File: src/rtl/ring_decoder.sv
// Receive-side checker for a rotating one-hot ring word: decodes the bit position,
// locks after a run of correct rotations, counts laps and latches a sticky fault.
module ring_decoder #(
    parameter int unsigned WIDTH    = 8,
    parameter int unsigned LOCK_CNT = 3,
    parameter int unsigned LAP_W    = 8,
    parameter int unsigned IDX_W    = $clog2(WIDTH)
) (
    input  logic             clk,
    input  logic             init,
    input  logic             en,
    input  logic [WIDTH-1:0] ring,
    output logic [IDX_W-1:0] index,
    output logic             locked,
    output logic             err,
    output logic [1:0]       err_code,
    output logic [LAP_W-1:0] lap_count
);

    localparam int unsigned RUN_W = $clog2(LOCK_CNT + 1);

    typedef enum logic [1:0] {
        SEARCH = 2'd0,
        TRACK  = 2'd1,
        LOCKED = 2'd2,
        FAULT  = 2'd3
    } state_t;

    state_t             state_q, state_d;
    logic [IDX_W-1:0]   prev_idx_q, prev_idx_d;
    logic [IDX_W-1:0]   index_q, index_d;
    logic [RUN_W-1:0]   run_cnt_q, run_cnt_d;
    logic [LAP_W-1:0]   lap_q, lap_d;
    logic               locked_q, locked_d;
    logic               err_q, err_d;
    logic [1:0]         err_code_q, err_code_d;

    logic               onehot_c;
    logic [IDX_W-1:0]   idx_c;
    logic [IDX_W-1:0]   next_idx_c;
    logic               step_ok_c;
    logic               wrap_c;

    // Per-sample decode of the ring word against the last accepted position
    always_comb begin
        onehot_c = (ring != '0) && ((ring & (ring - WIDTH'(1))) == '0);
        idx_c    = '0;
        for (int i = 0; i < int'(WIDTH); i++) begin
            if (ring[i]) idx_c = IDX_W'(i);
        end
        next_idx_c = (prev_idx_q == IDX_W'(WIDTH - 1)) ? '0 : prev_idx_q + IDX_W'(1);
        step_ok_c  = onehot_c && (idx_c == next_idx_c);
        wrap_c     = (prev_idx_q == IDX_W'(WIDTH - 1)) && (idx_c == '0);
    end

    always_comb begin
        state_d    = state_q;
        prev_idx_d = prev_idx_q;
        index_d    = index_q;
        run_cnt_d  = run_cnt_q;
        lap_d      = lap_q;
        err_d      = err_q;
        err_code_d = err_code_q;

        if (en) begin
            unique case (state_q)
                SEARCH: begin
                    if (onehot_c) begin
                        prev_idx_d = idx_c;
                        index_d    = idx_c;
                        run_cnt_d  = RUN_W'(1);
                        state_d    = (LOCK_CNT == 1) ? LOCKED : TRACK;
                    end
                end
                TRACK: begin
                    if (step_ok_c) begin
                        prev_idx_d = idx_c;
                        index_d    = idx_c;
                        run_cnt_d  = run_cnt_q + RUN_W'(1);
                        if (run_cnt_q + RUN_W'(1) == RUN_W'(LOCK_CNT)) state_d = LOCKED;
                    end else if (onehot_c) begin
                        prev_idx_d = idx_c;
                        index_d    = idx_c;
                        run_cnt_d  = RUN_W'(1);
                    end else begin
                        run_cnt_d  = '0;
                        state_d    = SEARCH;
                    end
                end
                LOCKED: begin
                    if (step_ok_c) begin
                        prev_idx_d = idx_c;
                        index_d    = idx_c;
                        if (wrap_c) lap_d = lap_q + LAP_W'(1);
                    end else begin
                        state_d    = FAULT;
                        err_d      = 1'b1;
                        err_code_d = onehot_c ? 2'b10 : 2'b01;
                    end
                end
                FAULT: begin
                end
                default: state_d = SEARCH;
            endcase
        end

        locked_d = (state_d == LOCKED);
    end

    always_ff @(posedge clk) begin
        if (init) begin
            state_q    <= SEARCH;
            prev_idx_q <= '0;
            index_q    <= '0;
            run_cnt_q  <= '0;
            lap_q      <= '0;
            locked_q   <= 1'b0;
            err_q      <= 1'b0;
            err_code_q <= 2'b00;
        end else begin
            state_q    <= state_d;
            prev_idx_q <= prev_idx_d;
            index_q    <= index_d;
            run_cnt_q  <= run_cnt_d;
            lap_q      <= lap_d;
            locked_q   <= locked_d;
            err_q      <= err_d;
            err_code_q <= err_code_d;
        end
    end

    assign index     = index_q;
    assign locked    = locked_q;
    assign err       = err_q;
    assign err_code  = err_code_q;
    assign lap_count = lap_q;

endmodule

File: config.mk
export PLATFORM = sky130hd
export DESIGN_NAME = ring_decoder
export DESIGN_NICKNAME = d
export VERILOG_FILES = /design/src/rtl/ring_decoder.sv
export SDC_FILE = /design/constraint.sdc
export NUM_CORES = 1
export LEC_CHECK = 0
export ABC_AREA = 1
export BUFFER_PORTS_ARGS = -buffer_cell sky130_fd_sc_hd__clkbuf_2
export CORE_ASPECT_RATIO = 1.5
export CORE_UTILIZATION = 48
export DETAILED_ROUTE_END_ITERATION = 10
export GPL_ROUTABILITY_DRIVEN = 0
export HOLD_SLACK_MARGIN = 0.15
export PLACE_DENSITY = 0.77
export SYNTH_ARGS = -nofsm -noshare
export SYNTH_HDL_FRONTEND = slang
export SYNTH_SLANG_ARGS = --single-unit
export TNS_END_PERCENT = 20
File: constraint.sdc
create_clock -name clk -period 1.9 [get_ports clk]
set_clock_uncertainty 0.2 [all_clocks]
set_input_delay 0.095 -clock clk [delete_from_list [all_inputs] [get_ports clk]]
set_output_delay 0.095 -clock clk [all_outputs]
set_load 0.01 [all_outputs]
# == Word-level counts from Yosys, hierarchy flattened ==
# Index checks and enable logic that the tools add are counted.
# totals
regBits,22
input_bits,11
out_inout_bits,15
wordCells,62
# op_classes
addsub,4
eq_ne,8
mux,27
bitwise_logic,2
reduce_logical,13
# ops
op,count
$mux W3,12
$mux W2,9
$pmux W3 S3,2
$reduce_and A3 Y1,3
$add A8 B1 Y8 const B,1
$and A8 B8 Y8,1
$logic_not A8 Y1,1
$reduce_bool A8 Y1,1
$sub A8 B1 Y8 const B,1
$eq A2 B2 Y1 const B,3
$pmux W2 S3,1
$ne A2 B2 Y1 const B,2
$pmux W2 S2,1
$reduce_and A4 Y1,1
$add A3 B1 Y3 const B,1
$eq A3 B3 Y1,1
$eq A3 B3 Y1 const B,1
$logic_and A1 B1 Y1,3
$logic_not A3 Y1,1
$reduce_bool A3 Y1,1
$add A2 B1 Y2 const B,1
$eq A2 B1 Y1 const B,1
$logic_not A2 Y1,1
$mux W1,2
other kinds (2),2

# == Depth between registers and ports, before layout ==
# depth
word_depth,13
ltp_mapped,17
mapped_depth_nobuf,17

# == Worst setup path after synthesis ==
# OpenSTA, ideal clock, no wires.
# synth_timing
path_type,flip-flop to flip-flop
startpoint,register prev_idx_q[0]
endpoint,register lap_q[2] (netlist: lap_count[2])
setup_time_ps,113
arrival_time_ps,1593
required_time_ps,1587
path_slack_ps,-6
stages_incl_launch_ff,12
path_buffers,0
synth_period_minus_slack_ps,1906
path_cell_list,dfxtp_1 > ha_1 > ha_1 > xor2_1 > a21oi_2 > nand2_1 > inv_2 > nand2_1 > nor2_1 > nand2_1 > nand2_1 > nor2_1
# synth_between
elab_chain_len,5
word_cells_on_any_way,7
cone_classes,add/sub: 1; eq/ne: 2; mux: 1; reduce/logical: 3
# synth_lines
item,line,text
start: declaration,30,"logic [IDX_W-1:0] prev_idx_q, prev_idx_d;"
start signal: assignment,122,prev_idx_q <= prev_idx_d;
$add A3 B1 Y3 or $eq A3 B3 Y1 (tied branches),"51, 53",
$mux W3,51,next_idx_c = (prev_idx_q == IDX_W'(WIDTH - 1)) ? '0 : prev_idx_q + IDX_W'(1);
$eq A3 B3 Y1,52,step_ok_c = onehot_c && (idx_c == next_idx_c);
$logic_and A1 B1 Y1,52,
$reduce_and A4 Y1 (no line) *,-,
end signal: assignment,125,lap_q <= lap_d;
end: declaration,33,"logic [LAP_W-1:0] lap_q, lap_d;"
# Every way passes the cells marked *; elsewhere a longest branch is shown, timed or not.
# A chain may end at the register's enable or synchronous reset.

# == Final worst setup path ==
# layout_timing
startpoint,register prev_idx_q[1]
endpoint,register lap_q[7] (netlist: lap_count[7])
# The elaborated chain is that of the path after synthesis.

==> results.ini <==
[sta]
setup_viol=12
tightest_slew_ns=0.3478
fmax_ghz=0.5006
fin_crit_sh=1.051
hold_viol_final=0
period_minus_slack_ns=1.998
finalWorstSetupSlack_ns=-0.09755
relSlewSlack=0.7681
drv_slew=0
rsz0062_at_grt=true
whs_ns=0.1911

[yosys]
async_reset_ff_frac=0
synth.most_common_cell=nand2_1
syn_inst=245
synth_area_leaders=dfxtp_1 29%, nand2_1 19%, inv_1 10%, ha_1 6.6%, a21oi_1 5.6%
synth_area_um2=1526
ys_seq_elements=22
syn_nets=264
synth_edf_count=0
ys_types=24
yosysWarnings=0
synth_top_cell_area_share=0.2885
synth-main-ff-cell=dfxtp_1
ys_seq_area_frac=0.2885
syn_area_per_cell_um2=6.230
synth.largest_area_cell=dfxtp_1
synthTopCellsByCount=78 x nand2_1, 41 x inv_1, 22 x dfxtp_1, 22 x nor2_1, 17 x a21oi_1

[place]
dp_hpwl_mm=2.813
placed_cells=314
port_buffers=25
placed_area_um2=1767

[worst_setup_path]
worstReg2RegStart=prev_idx_q[1]
r2r_end=lap_count[7]
start_kind=flop
r2r_cells=11
rrSetupSlack_ns=-0.1
crit_arrival_ns=1.97
crit_path_max_fanout=4
worst_setup_path_end_kind=flop
worstSetupPathType=reg2reg
crit_required_ns=1.87

[floorplan]
rows=24
start_util=0.5135
dieArea_um2=3414
die_h_um=71.07
ios=26
die_w_um=48.05
coreArea_um2=2973

[clock_network]
clock_path_buffers=2
htree_levels=1
clock_sinks=22
numCtsBuffers=3
cts_tree=yes
worstSkewPairLatency_ns=0.27
cts_root_buf=clkbuf_8
clk_pin_slew_worst_paths_ns=0.08

[layout]
ff_latch_area_um2=445.4
multiInputGateArea_um2=980.9
diodes=0
fillers=281
fin_nets=303
final_cells=322
areaGrowthSynthToFinish_pct=25.74
drive_gt1_frac=0.2403
fin_area_um2=1919

[drt]
viasPerCell=4.969
vias=1600
dr.pass1.iters=4
drt-initial-drc-count=33
wl_mm=3.680
post_drt_wl_per_cell_um=11.43
drc=0
ant_nets=0

[global_routing]
grt_pass1_wl_mm=5.961
first_global_vias=1498
grt-ovfl-total=0
grt_max_degree=16
antenna_found_initial=0
track_usage=0.2390

[power_and_ir_drop]
total_power_mw=1.132
vdd_drop_max_mv=0.3654
power.leakage_nw=1.008
power_density_nw_per_um2=590.0

[min_path]
min_path_type=in2reg
holdPathStages=6
whs_endpoint=run_cnt_q[0]
min_from=ring[3]

[run]
maxCapViolCount=0

[outcome]
violations=setup timing
status=finished, violations left

how the worst max path moves through the flow:
stage | from | end
6_report | prev_idx_q[1] | lap_count[7]
5_1_grt | prev_idx_q[1] | lap_count[7]
4_1_cts | prev_idx_q[1] | lap_count[7]
3_5_place_dp | prev_idx_q[1] | lap_count[2]
3_3_place_gp | prev_idx_q[0] | lap_count[3]
2_1_floorplan | prev_idx_q[0] | lap_count[2]
critical path: stages (launching register included):
cell and delay (ns):
dfxtp_4 0.36, ha_4 0.16, ha_4 0.21, xor2_1 0.16, a21oi_2 0.16, nand2_1 0.12
inv_2 0.15, nand2_4 0.08, nor2_4 0.11, nand3_1 0.07, nand2_1 0.07, nor2_2 0.04
power by group:
part / total (mW) / switching [mW] / internal, mW
registers: 0.488 / 0.0112 / 0.476
clock network: 0.444 / 0.162 / 0.282
logic: 0.201 / 0.128 / 0.0728
routing by layer:
metal / GRT usage / vias to the layer above / wire (um) / part of all wire
met5: 0 / - / 0 / 0
met4: 0.09568 / 0 / 96 / 0.026
met3: 0.03316 / 11 / 72 / 0.020
met2: 0.4474 / 32 / 2043 / 0.56
met1: 0.2413 / 715 / 1467 / 0.40
li1: - / 842 / - / -
layout by cell type (no fill, tap or decap), drive strengths merged:
master       Yosys  routed
a21oi           18      18
nor3             3       3
ha               8       8
xor2             4       4
nand3           10      10
nor2            29      29
buf              0       8
bufinv           0       1
nor3b            1       1
inv             43      44
a31oi            1       1
nand2           83      83
dfxtp           22      22
o211ai           2       2
o21ai           13      13
clkbuf           1      28
nand4            6       6
dlygate4sd3      0       2
per-stage QoR:
step           setup slack [ns]  setup TNS (ns)    util
6_report               -0.09755         -0.4237  0.6456
3_3_place_gp           -0.02462        -0.06372  0.5943
2_1_floorplan           0.03106               0       -
5_1_grt                 -0.1912          -1.873  0.6456
4_1_cts                -0.06441        -0.09859  0.6368
3_5_place_dp           -0.05893         -0.2178  0.5943
sequential cells by signal (all words and copies together) (netlist names):
signal      count
err             1
err_code        2
index           3
lap_count       8
locked          1
prev_idx_q      3
run_cnt_q       2
state_q         2
repair_timing:
action	in CTS	in global routing
hold buffers	2	0
setup buffers	1	1
hold endpoints to repair	16	0
pin swaps	9	5
gates resized for setup	6	8
setup endpoints to repair	16	19
layout make-up:
cell class	instances	share of cell area
clock buffers	3	0.02151
clock inverters	1	0.01565
inverters	44	0.08735
multi-input cells	178	0.5111
flip-flops and latches	22	0.2321
well taps	39	0.02542
repair buffers	35	0.1069
cell families (layout without fill, tap and decap cells):
kind of cell	count (synthesis)	count (layout)	share of synthesized area
flops	22	22	0.2885
simple gates	132	132	0.3934
compound gates	34	34	0.1180
buf+inv	45	83	0.1115
fa+ha+maj	8	8	0.06558
xor+xnor	4	4	0.02295
Power figures use the tool's default switching activity.
